File: src/rtl/led_pattern_engine.sv
// rtl/led_pattern_engine.sv - WIDTH-bit LED pattern sequencer: rotate-left/right, bounce, bar-fill
// Define LED_PATTERN_BOUNCE_EN for the bounce mode; without it mode 10 is a rotate-left.
module led_pattern_engine #(
  parameter int WIDTH    = 8,
  parameter int PERIOD_W = 16
) (
  input  logic                clk,
  input  logic                rst_n,
  input  logic                enable,
  input  logic [1:0]          mode,
  input  logic [PERIOD_W-1:0] period,
  input  logic                load,
  input  logic [WIDTH-1:0]    load_pattern,
  output logic [WIDTH-1:0]    led_out,
  output logic                step_pulse,
  output logic                wrap
);

  localparam logic [WIDTH-1:0] ONE = WIDTH'(1);

  logic [PERIOD_W-1:0] tick_cnt;
  logic [PERIOD_W-1:0] peff_m1;
  logic                step;
  logic [WIDTH-1:0]    nxt_pat;
  logic                nxt_wrap;

  // Period 0 behaves as 1; >= lets a shrunken period step immediately instead of wrapping.
  assign peff_m1 = (period == '0) ? '0 : period - PERIOD_W'(1);
  assign step    = enable && (tick_cnt >= peff_m1);

`ifdef LED_PATTERN_BOUNCE_EN
  logic dir;
  logic nxt_dir;
`endif

  always_comb begin
    nxt_pat  = led_out;
    nxt_wrap = 1'b0;
`ifdef LED_PATTERN_BOUNCE_EN
    nxt_dir  = dir;
`endif
    case (mode)
      2'b01: begin
        if (led_out == '0) begin
          nxt_pat = ONE;
        end else begin
          nxt_pat  = {led_out[0], led_out[WIDTH-1:1]};
          nxt_wrap = led_out[0];
        end
      end
`ifdef LED_PATTERN_BOUNCE_EN
      2'b10: begin
        if (led_out == '0) begin
          nxt_pat = ONE;
          nxt_dir = 1'b0;
        end else if (!dir) begin
          if (led_out[WIDTH-1]) begin
            nxt_pat = led_out >> 1;
            nxt_dir = 1'b1;
          end else begin
            nxt_pat = led_out << 1;
          end
        end else begin
          if (led_out[0]) begin
            nxt_pat  = led_out << 1;
            nxt_dir  = 1'b0;
            nxt_wrap = 1'b1;
          end else begin
            nxt_pat = led_out >> 1;
          end
        end
      end
`endif
      2'b11: begin
        if (&led_out) begin
          nxt_pat  = '0;
          nxt_wrap = 1'b1;
        end else begin
          nxt_pat = (led_out << 1) | ONE;
        end
      end
      default: begin
        if (led_out == '0) begin
          nxt_pat = ONE;
        end else begin
          nxt_pat  = {led_out[WIDTH-2:0], led_out[WIDTH-1]};
          nxt_wrap = led_out[WIDTH-1];
        end
      end
    endcase
  end

  always_ff @(posedge clk or negedge rst_n) begin
    if (!rst_n) begin
      led_out    <= ONE;
      tick_cnt   <= '0;
      step_pulse <= 1'b0;
      wrap       <= 1'b0;
    end else if (load) begin
      led_out    <= load_pattern;
      tick_cnt   <= '0;
      step_pulse <= 1'b0;
      wrap       <= 1'b0;
    end else if (step) begin
      led_out    <= nxt_pat;
      tick_cnt   <= '0;
      step_pulse <= 1'b1;
      wrap       <= nxt_wrap;
    end else begin
      step_pulse <= 1'b0;
      wrap       <= 1'b0;
      if (enable) begin
        tick_cnt <= tick_cnt + PERIOD_W'(1);
      end
    end
  end

`ifdef LED_PATTERN_BOUNCE_EN
  always_ff @(posedge clk or negedge rst_n) begin
    if (!rst_n) begin
      dir <= 1'b0;
    end else if (load) begin
      dir <= 1'b0;
    end else if (step) begin
      dir <= nxt_dir;
    end
  end
`endif

endmodule

File: config.mk
export PLATFORM = sky130hd
export DESIGN_NAME = led_pattern_engine
export DESIGN_NICKNAME = d
export VERILOG_FILES = /design/src/rtl/led_pattern_engine.sv
export SDC_FILE = /design/constraint.sdc
export NUM_CORES = 1
export LEC_CHECK = 0
export BUFFER_PORTS_ARGS = -buffer_cell sky130_fd_sc_hd__buf_2
export CAP_MARGIN = 5
export CORE_MARGIN = 10
export CORE_UTILIZATION = 35
export CTS_CLUSTER_DIAMETER = 200
export DETAILED_ROUTE_END_ITERATION = 8
export PLACE_DENSITY_LB_ADDON = 0.05
export SYNTH_ARGS = -nofsm -noshare
export SYNTH_HDL_FRONTEND = slang
export SYNTH_SLANG_ARGS = --single-unit
export TNS_END_PERCENT = 1
File: constraint.sdc
create_clock -name clk -period 2.8 [get_ports clk]
set_input_delay 0.7 -clock clk [delete_from_list [all_inputs] [get_ports clk]]
set_output_delay 0.7 -clock clk [all_outputs]
set_load 0.05 [all_outputs]
==> key figures <==
Clock tree
  • # hold bufs at CTS: 0
  • CTS root buffer: clkbuf_8
  • Clock Latency Late Sink: 0.28 ns
  • Total clock sinks: 26
  • Inserted Clock Buffers: 3
  • CTS tree: yes
  • Worst-path clk slew: 0.10 ns
  • Number of post-CTS setup repair buffers: 0
  • CTS max path bufs: 2
  • H-tree levels: 1

Pwr
  • Power Density: roughly 350 mW/mm2
  • P_sw: roughly 320 uW
  • LEAKAGE: ~0.0014 uW
  • Cell internal pwr: between 700 and 800 uW
  • Worst vdd ir: about 230 uV
  • Logic pwr share: between 20% and 30%
  • Reg power frac: 40.7%
  • Clock power frac: between 30% and 40%
  • Sw Share: a little under a third

Hold path
  • Class of the worst hold path: input port to asynchronous set/reset pin

Final layout
  • Most frequent cells in the layout: 40 x buf_2, 30 x nor2_1, 27 x buf_4
  • Area growth from synthesis to layout: 39.4%
  • Commonest non-fill, non-tap cell in the layout: buf_2
  • Multi-input gate area: about 0.0017 mm2
  • Nets: around 360
  • Share of cells above drive strength 1: between 30% and 40%
  • Final Core Density: between 50% and 60%
  • Antenna diodes: 0
  • FF+latch area: between 600 and 700 um2
  • Fillers: between 500 and 600

Setup path
  • Kind of critical path: input port to flip-flop
  • Crit path from: period[3]
  • Worst flop-to-flop path endpoint: led_out[3]$_DFFE_PN0P_
  • Launching point of the worst reg2reg path: tick_cnt[12]$_DFFE_PN0P_
  • Critical Path Stages: 12
  • Critical path's top delay family: compound AO/OA/AOI/OAI gates
  • Critical path, cell by cell: buf_2 > or3_4 > nor3_4 > nand2_1 > xnor2_2 > nand2_2 > ha_4 > nand4_1 > nor3_2 > a2111o_1 > o41a_4 > o221a_4
  • Crit end category: flip-flop
  • CP required: slightly below 3 ns
  • Crit-path max cell delay: between 0.5 and 0.6 ns
  • Crit path buffers/inverters: 1
  • Slowest CP cell: o41a_4
  • R2R cell count: 6
  • Worst setup SP type: input port
  • R2R Setup Slk: approximately 0.46 ns
  • Worst Path Arrival: ~3.6 ns
  • Crit Path Max Fanout: 6
  • Critical path capture point: led_out[3]$_DFFE_PN0P_

Yosys
  • Syn Nets: between 200 and 300
  • Asr flop ratio synth: 100%
  • Synth Cell Area: roughly 0.0021 mm2
  • Number of synthesized flops with an enable pin: 0
  • Seq/Total Area, Yosys: between 30 and 40%
  • Post-synthesis sequential element count: 26
  • Syn Area/Cell: 8.83 um2
  • Yosys warns: 0
  • Dominant synthesized flop cell: dfrtp_1
  • Cells after Synth: ~240
  • Netlist cell types: between 40 and 50

Floorplanning
  • Die span in y: between 90 and 100 um
  • Die area: 0.00966 mm2
  • Initial Util: 36.2%
  • Core Rows: 28
  • Io pins: 40
  • Die X-Extent: a little under 100 um
  • Core region area: 0.00592 mm2

Place
  • Setup WS pre-CTS: -1.07 ns
  • Post-DP HPWL: between 4 and 5 mm
  • RePlAce Congestion: around 0.83
  • PortBufs: 39

STA
  • Least-Margin Pin Slew: slightly below 0.6 ns
  • Minimum clock period: roughly 3.4 ns
  • RSZ-0062 raised after global routing: true
  • Setup-failing EPs final: 26
  • Fmax: slightly below 0.3 GHz
  • Max-slew headroom: between 60% and 70%
  • Final hold violations: 0
  • Final Slew Violations: 0
  • Crit share post-route: 123%
  • Final worst slack: -0.630 ns
  • Setup_tns: -14.77 ns
  • Setup Skew: between 0.01 and 0.015 ns

Global route
  • Grt ovf: 0
  • First-pass GRT wire length: 9.36 mm
  • All-Layer GR Usage: 11.1%
  • Initial antenna violation count: 0
  • Largest net degree at the start of global routing: 27
  • Vias in the first global route: 1966

Run status
  • Failing checks: setup timing
  • Outcome: finished, violations left

Drt
  • Routed WL: 6.01 mm
  • DR vias/cell: a little over 5
  • Via count: between 2000 and 2500
  • # DRC: 0
  • First-pass DRT Iterations: 5
  • Post-DRT Antenna Nets: 0
  • Starting DRT DRC Count: 90
  • Drt wl/cell: between 15 and 20 um

Job
  • Total of max-cap violations: 0
-- state kept, by name (all words and copies together), names as in the netlist --
signal,flops
tick_cnt,16
wrap,1
step_pulse,1
led_out,8
-- timing repair --
item                       CTS  global route
pin swaps                    5            14
cloned                       0             2
setup endpoints to repair   26            26
resized for setup            7            34
-- layout make-up --
class | count | share of cell area, %
clock buffers | 3 | 1.38
clock inverters | 1 | 1.00
flip-flops and latches | 26 | 21.8
multi-input cells | 201 | 56.5
inverters | 10 | 1.25
repair buffers | 71 | 15.0
well taps | 75 | 3.14
-- per-layer routing --
metal / track usage, % / vias to the layer above / part of all wire, %
met3: 2.33 / 2 / 3.5
met4: 1.65 / 0 / 0.12
met2: 17.4 / 33 / 48
met5: 0 / - / 0
li1: - / 1016 / -
met1: 15.3 / 957 / 49
-- worst min path at each step --
| stage | startpoint | to | slack (ns) |
|---|---|---|---|
| final | rst_n | tick_cnt[12]$_DFFE_PN0P_ | 0.41 |
| after global placement | tick_cnt[15]$_DFFE_PN0P_ | tick_cnt[15]$_DFFE_PN0P_ | 0.55 |
| after CTS | rst_n | tick_cnt[12]$_DFFE_PN0P_ | 0.43 |
| after detailed placement | tick_cnt[15]$_DFFE_PN0P_ | tick_cnt[15]$_DFFE_PN0P_ | 0.56 |
| after global routing | rst_n | tick_cnt[12]$_DFFE_PN0P_ | 0.45 |
| after floorplan | rst_n | led_out[1]$_DFFE_PN0P_ | 0.40 |
-- cells by family (layout without fill, tap and decap cells) --
kind of cell             count (synthesis)  count (layout)  synth area share (%)
AO/OA/AOI/OAI                           40              41                  17.3
adder cells (fa/ha/maj)                 19              19                  11.1
XOR/XNOR                                28              28                  11.4
buffers and inverters                   17              85                  3.38
AND/OR/NAND/NOR                        113             113                  26.5
flip-flops                              26              26                  30.4
-- power groups by stage --
stage / clock [uW] / combinational (uW) / sequential, uW
floorplan: 0 / 137 / 471
global placement: 0 / 277 / 433
detailed placement: 0 / 276 / 432
CTS: 323 / 284 / 425
global route: 340 / 333 / 430
finish: 318 / 304 / 427
-- metrics by stage --
step,power [uW],instances,area (um2),hold slack [ns]
2_1_floorplan,608,243,2180,0.404
3_3_place_gp,709,381,2650,0.547
3_5_place_dp,708,381,2650,0.559
4_1_cts,1030,385,2760,0.432
5_1_grt,1100,387,2990,0.454
6_report,1050,387,2990,0.409
-- synth_stat cells, drive strengths merged (2+ instances only) --
master / count / share of area (%)
ha: 19 / 11
dfrtp: 25 / 29
xnor2: 15 / 6.1
a221o: 2 / 0.93
clkbuf: 5 / 0.87
nor2: 33 / 5.8
nor4: 7 / 2.0
inv: 10 / 1.7
nand4: 8 / 2.3
nand2: 31 / 5.4
o221a: 7 / 3.7
o31ai: 2 / 0.70
a21oi: 6 / 1.4
a22o: 5 / 2.0
nand2b: 11 / 3.6
nand3: 3 / 0.70
or3: 4 / 1.2
nor4b: 2 / 1.1
and4: 2 / 0.82
nor3: 5 / 1.2
buf: 2 / 0.76
xor2: 13 / 5.3
a21o: 5 / 1.7
o21ai: 3 / 0.70
No activity file was read; power rests on OpenSTA's default activity.
